### config.mk
export PLATFORM = sky130hd
export DESIGN_NAME = serial_adder
export DESIGN_NICKNAME = d
export VERILOG_FILES = /design/src/rtl/serial_adder.sv
export SDC_FILE = /design/constraint.sdc
export NUM_CORES = 1
export LEC_CHECK = 0
export CORE_UTILIZATION = 35
export DETAILED_ROUTE_END_ITERATION = 16
export PLACE_DENSITY = 0.59
export SKIP_CTS_REPAIR_TIMING = 1
export SYNTH_ARGS = -nofsm -noshare
export SYNTH_HDL_FRONTEND = slang
export SYNTH_SLANG_ARGS = --single-unit
### constraint.sdc
create_clock -name clk -period 2 [get_ports clk]
set_input_delay 0.4 -clock clk [delete_from_list [all_inputs] [get_ports clk]]
set_output_delay 0.4 -clock clk [all_outputs]
set_load 0.02 [all_outputs]
### src/rtl/serial_adder.sv
// serial_adder -- bit-serial ripple adder.
//
// One full-adder bit cell plus a carry flip-flop is reused over WIDTH clock
// cycles, consuming the operands LSB-first. A start/busy/done handshake
// frames each operation; sum/cout are registered and only change on the
// edge that enters DONE, so they hold the previous result during SHIFT.
//
// Optional feature (macro SERIAL_ADDER_SUB_EN): adds a 'sub' input sampled
// with start. With sub=1, b is captured inverted and the carry starts at 1,
// so sum = (a-b) mod 2^WIDTH and cout=1 means no borrow.
//
// Ports:
//   clk    in   system clock, rising edge
//   rst    in   asynchronous active-high reset
//   start  in   request a new operation (sampled in IDLE only)
//   sub    in   subtract select (only with SERIAL_ADDER_SUB_EN)
//   a, b   in   WIDTH-bit operands, captured on the accepting edge
//   busy   out  high in SHIFT and DONE
//   done   out  one-cycle pulse when sum/cout become valid
//   sum    out  WIDTH-bit registered result
//   cout   out  registered carry-out
//
// state | meaning
// IDLE  | waiting for start; outputs hold last result
// SHIFT | one operand bit per clock through the bit cell
// DONE  | result valid, done pulse; returns to IDLE next edge

module serial_adder #(
  parameter int WIDTH = 4,
  parameter int CW    = 6
) (
  input  logic             clk,
  input  logic             rst,
  input  logic             start,
`ifdef SERIAL_ADDER_SUB_EN
  input  logic             sub,
`endif
  input  logic [WIDTH-1:0] a,
  input  logic [WIDTH-1:0] b,
  output logic             busy,
  output logic             done,
  output logic [WIDTH-1:0] sum,
  output logic             cout
);

  typedef enum logic [1:0] {
    IDLE  = 2'd0,
    SHIFT = 2'd1,
    DONE  = 2'd2
  } state_t;

  localparam logic [CW-1:0] LAST = CW'(WIDTH - 1);

  state_t           state, state_nxt;
  logic [WIDTH-1:0] a_sr, b_sr, res_sr, res_nxt;
  logic [CW-1:0]    cnt;
  logic             carry, carry_nxt, bit_s, last;

  // Bit cell: full adder on the current LSBs and the carry flop.
  always_comb begin
    bit_s     = a_sr[0] ^ b_sr[0] ^ carry;
    carry_nxt = (a_sr[0] & b_sr[0]) | (a_sr[0] & carry) | (b_sr[0] & carry);
    // Written as shift-then-insert so WIDTH=1 needs no special slice.
    res_nxt          = res_sr >> 1;
    res_nxt[WIDTH-1] = bit_s;
    last             = (cnt == LAST);
  end

  always_ff @(posedge clk or posedge rst) begin
    if (rst) state <= IDLE;
    else     state <= state_nxt;
  end

  always_comb begin
    state_nxt = state;
    case (state)
      IDLE:    if (start) state_nxt = SHIFT;
      SHIFT:   if (last)  state_nxt = DONE;
      DONE:    state_nxt = IDLE;
      default: state_nxt = IDLE;
    endcase
  end

  assign busy = (state != IDLE);
  assign done = (state == DONE);

  always_ff @(posedge clk or posedge rst) begin
    if (rst) begin
      a_sr   <= '0;
      b_sr   <= '0;
      res_sr <= '0;
      carry  <= 1'b0;
      cnt    <= '0;
      sum    <= '0;
      cout   <= 1'b0;
    end else begin
      case (state)
        IDLE: begin
          if (start) begin
            a_sr   <= a;
            res_sr <= '0;
            cnt    <= '0;
`ifdef SERIAL_ADDER_SUB_EN
            // Two's complement subtract: a + ~b + 1.
            b_sr   <= sub ? ~b : b;
            carry  <= sub;
`else
            b_sr   <= b;
            carry  <= 1'b0;
`endif
          end
        end
        SHIFT: begin
          a_sr   <= a_sr >> 1;
          b_sr   <= b_sr >> 1;
          carry  <= carry_nxt;
          res_sr <= res_nxt;
          cnt    <= cnt + CW'(1);
          if (last) begin
            sum  <= res_nxt;
            cout <= carry_nxt;
          end
        end
        default: ;
      endcase
    end
  end

endmodule

==> Yosys cells after proc, flatten, opt, wreduce, memory -nomap -nowiden <==
Cells that the tools add are included.
{ "word_totals": {"regBits": 26, "inputBits": 11, "word_cells": 40, "out_inout_bits": 7} }
{ "classes": {"eq_ne": 5, "n_reduce_logical": 6, "n_bitwise": 7, "add_sub_neg": 1, "muxes": 13} }
{ "op_table": {"columns": ["cell", "n"], "rows": [
  ["$pmux W4 S2", 3],
  ["$mux W4", 3],
  ["$pmux W6 S2", 1],
  ["$add A6 B1 Y6 const B", 1],
  ["$eq A6 B2 Y1 const B", 1],
  ["$mux W6", 1],
  ["$reduce_and A2 Y1", 3],
  ["$mux W2", 2],
  ["$ne A2 B2 Y1 const B", 2],
  ["$pmux W2 S2", 1],
  ["$reduce_bool A2 Y1", 2],
  ["$and A1 B1 Y1", 3],
  ["$eq A2 B1 Y1 const B", 1],
  ["$eq A2 B2 Y1 const B", 1],
  ["$logic_not A2 Y1", 1],
  ["$or A1 B1 Y1", 2],
  ["$pmux W1 S2", 1],
  ["$xor A1 B1 Y1", 2],
  ["$mux W1", 1]
]} }

==> Logic depth before layout (Yosys ltp) <==
{ "logic_depth": {"depth_word": 4, "mapped_depth": 5, "mapped_depth_nobuf": 4} }

==> Worst setup path before layout <==
Ideal clock, no wire load.
{ "synth_timing": {"path_kind": "register to register", "from": "register cnt[2]", "to": "register cout", "setup_ns": 0.125, "t_required_ns": 1.875, "period_less_slack_ns": 1.433, "path_slack_ns": 0.567, "path_stages_with_launch": 5, "path_buffers": 1, "arrival_time_ns": 1.308, "cell_sequence": "dfrtp_1 -> nor4_2 -> and3_1 -> buf_6 -> mux2_4"} }
{ "synth_via": {"elab_chain_len": 2} }
{ "synth_rtl": {"columns": ["item", "line_no", "text"], "rows": [
  ["from (decl)", "56", "logic [CW-1:0] cnt;"],
  ["from (signal assigned)", "118", "cnt <= cnt + CW'(1);"],
  ["$eq A6 B2 Y1", "66", "last = (cnt == LAST);"],
  ["$reduce_and A2 Y1 (no line)", null, null],
  ["to (signal assigned)", "121", "cout <= carry_nxt;"],
  ["to (decl)", "43", "output logic cout"]
]} }
Every way passes these cells.
A chain may end at the register's enable or synchronous reset.

==> Final worst setup path <==
{ "layout_timing": {"from": "register cout", "to": "output port cout"} }
No word-level cell between the ends.

==> results_dict.tcl <==
set metrics [dict create \
    dr_total_vias 830 \
    finalPower_mw 1.934 \
    cts_tree "done" \
    nNetsFinal 137 \
    async_flop_share_pct 100.0 \
    synth_edf_count 0 \
    outcome "completed" \
    synth_commonest_cells "dfrtp_1 (25), o21ai_0 (10), a21oi_1 (8), nor2b_1 (8), a22o_1 (6)" \
    root_buffer "clkbuf_4" \
    cp.required_ns 1.60 \
    wl_per_cell_um 13.52 \
    h-tree-depth 1 \
    numCtsBuffers 3 \
    dieArea_um2 3604 \
    first_iter_violations 19 \
    cp_top_family "buffers and inverters" \
    min_period_ns 1.711 \
    syn_avg_cell_area_um2 11.56 \
    clock_skew_ns 0.006004 \
    n_antenna_cell 0 \
    cp.arrival_ns 1.31 \
    wirelength_um 2258 \
    setup_viol 0 \
    worst-path-buf-inv 1 \
    ios 18 \
    cpPeakStageDelay_ns 0.61 \
    grt_start_max_net_pins 26 \
    synth.ff_latch_count 25 \
    clkPwrFrac_pct 11.8 \
    cts.sinks 25 \
    reg2reg_to "sum[1]" \
    start_util_pct 37.68 \
    route.detailed.drc 0 \
    crit_chain "clkdlybuf4s50_1" \
    r2r_cells 3 \
    fill_cells 312 \
    die_x_um 60.03 \
    synth_area_um2 1179 \
    grt_overflow 0 \
    fp.coreArea_um2 3128 \
    yosysTopAreaCell "dfrtp_1" \
    internal-power_mw 1.218 \
    syn_inst 102 \
    ant_nets 0 \
    gr-usage-all-layers_pct 14.34 \
    maxCapViolations 0 \
    crit_path_max_fanout 2 \
    hold-worst-slack_ns 0.4006 \
    grt_pass1_wl_um 3767 \
    hold_path_class "input port to async pin" \
    dp_hpwl_um 1554 \
    final_layout_size_suffix_gt1_share_pct 17.07 \
    cp-end-kind "output pin" \
    synth.top_cell.area_share_pct 53.08 \
    areaGrowthSynthToFinish_pct 23.04 \
    synth_ff_type "dfrtp_1" \
    p_per_area_nw_per_um2 1334 \
    rows 20 \
    syn-num-nets 115 \
    die_y_um 60.03 \
    via_per_inst 4.970 \
    seqPwrFrac_pct 43.7 \
    yosys-top-cells-area "dfrtp_1 (53%), mux2_4 (6.4%), a22o_1 (4.5%), nor2b_1 (4.2%), o21ai_0 (4.2%)" \
    p_sw_uw 716.3 \
    clock_latency_ns 0.32 \
    slew_headroom_pct 69.19 \
    rsz0062_at_grt "no" \
    combPwrFrac_pct 44.5 \
    final-hold-violation-count 0 \
    port_buffers 17 \
    max_freq_ghz 0.5845 \
    clockBufferDepth 2 \
    yosys_warnings 0 \
    routabilityCongestion 0.7372 \
    ys_seq_area_share_pct 53.08 \
    crit_type "flip-flop to output pin" \
    reg2reg_slack_ns 0.35 \
    p_leak_nw 0.6671 \
    antenna_found_initial 0 \
    crit_path_top_delay_cell "clkdlybuf4s50_1" \
    r2r_start "cnt[2]" \
    switching_share_pct 37.04 \
    ys_types 31 \
    firstDrtPassIters 6 \
    clk_pin_slew_worst_paths_ns 0.14 \
    cp-start-kind "flip-flop" \
    drv_slew 0 \
    worstMarginPinSlew_ns 0.4618 \
    grt_pass1_vias 786 \
    period_share_pct 85.55 \
    synthMostInstantiatedCell "dfrtp_1" \
    vdd_drop_max_mv 0.5490 \
]
power groups by stage:
| stage | Sequential, mW | Clock (mW) | Combinational [mW] |
|---|---|---|---|
| 5_1_grt | 0.870 | 0.263 | 0.959 |
| 4_1_cts | 0.848 | 0.247 | 0.871 |
| 6_report | 0.846 | 0.229 | 0.860 |
| 2_1_floorplan | 0.894 | 0 | 0.579 |
| 3_3_place_gp | 0.852 | 0 | 0.856 |
| 3_5_place_dp | 0.858 | 0 | 0.868 |
layer usage:
metal | up-vias | track usage (%) | routed length (um) | share of wire (%)
met2 | 21 | 22.54 | 994 | 44
met4 | 0 | 2.990 | 12 | 0.53
met5 | - | 0 | 0 | 0
met1 | 397 | 19.62 | 1148 | 51
met3 | 2 | 4.113 | 102 | 4.5
li1 | 410 | - | - | -
worst max-delay path by stage:
stage | depth (start not counted) | start | slack, ns | end
global placement | 4 | start | 0.34 | cnt[4]
floorplan | 4 | cnt[2] | 0.57 | cout
finish | 1 | cout | 0.29 | cout
detailed placement | 5 | start | 0.30 | b_sr[0]
CTS | 2 | state[1] | -0.003 | busy
global route | 1 | sum[3] | 0.23 | sum[3]
flip-flops by register name, indices dropped and copies added (netlist names):
signal,cells
carry,1
cout,1
b_sr,4
a_sr,4
res_sr,3
cnt,6
state,2
sum,4
cell usage in the layout (no fill, tap or decap), drive strengths merged, types with 2 or more instances in the layout:
cell type	count
buf	6
inv	4
nand2	4
dfrtp	25
nor2b	9
mux2	6
and3	2
nand4	2
dlymetal6s2s	2
clkdlybuf4s50	15
clkbuf	3
a22oi	5
mux2i	2
a22o	6
a21oi	8
o21ai	10
area by class of cell:
type | count | area [um2] | area share [%]
Clock buffer | 3 | 22.52 | 1.553
Clock inverter | 1 | 7.507 | 0.5177
Inverter | 4 | 15.01 | 1.035
Multi-Input combinational cell | 67 | 504.2 | 34.77
Sequential cell | 25 | 625.6 | 43.14
Tap cell | 44 | 55.05 | 3.796
Timing Repair Buffer | 23 | 220.2 | 15.19
metrics by stage:
stage	cell area, um2	setup TNS, ns	instances	util, %	setup slack [ns]
6_report	1450	0	167	46.36	0.2891
5_1_grt	1450	0	167	46.36	0.2260
4_1_cts	1445	-0.003088	167	46.20	-0.003088
3_5_place_dp	1415	0	163	45.24	0.2967
3_3_place_gp	1415	0	163	45.24	0.3367
2_1_floorplan	1179	0	102	-	0.5666
cell families (layout without fill, tap and decap cells):
| logic type | Yosys count | in the layout | share of synthesized area [%] |
|---|---|---|---|
| adder cells (fa/ha/maj) | 2 | 2 | 2.760 |
| flip-flops | 25 | 25 | 53.08 |
| buffers and inverters | 10 | 31 | 4.140 |
| multiplexers | 8 | 8 | 9.023 |
| AND/OR/NAND/NOR | 24 | 24 | 12.74 |
| AO/OA/AOI/OAI | 33 | 33 | 18.26 |
Power figures use the tool's default switching activity.
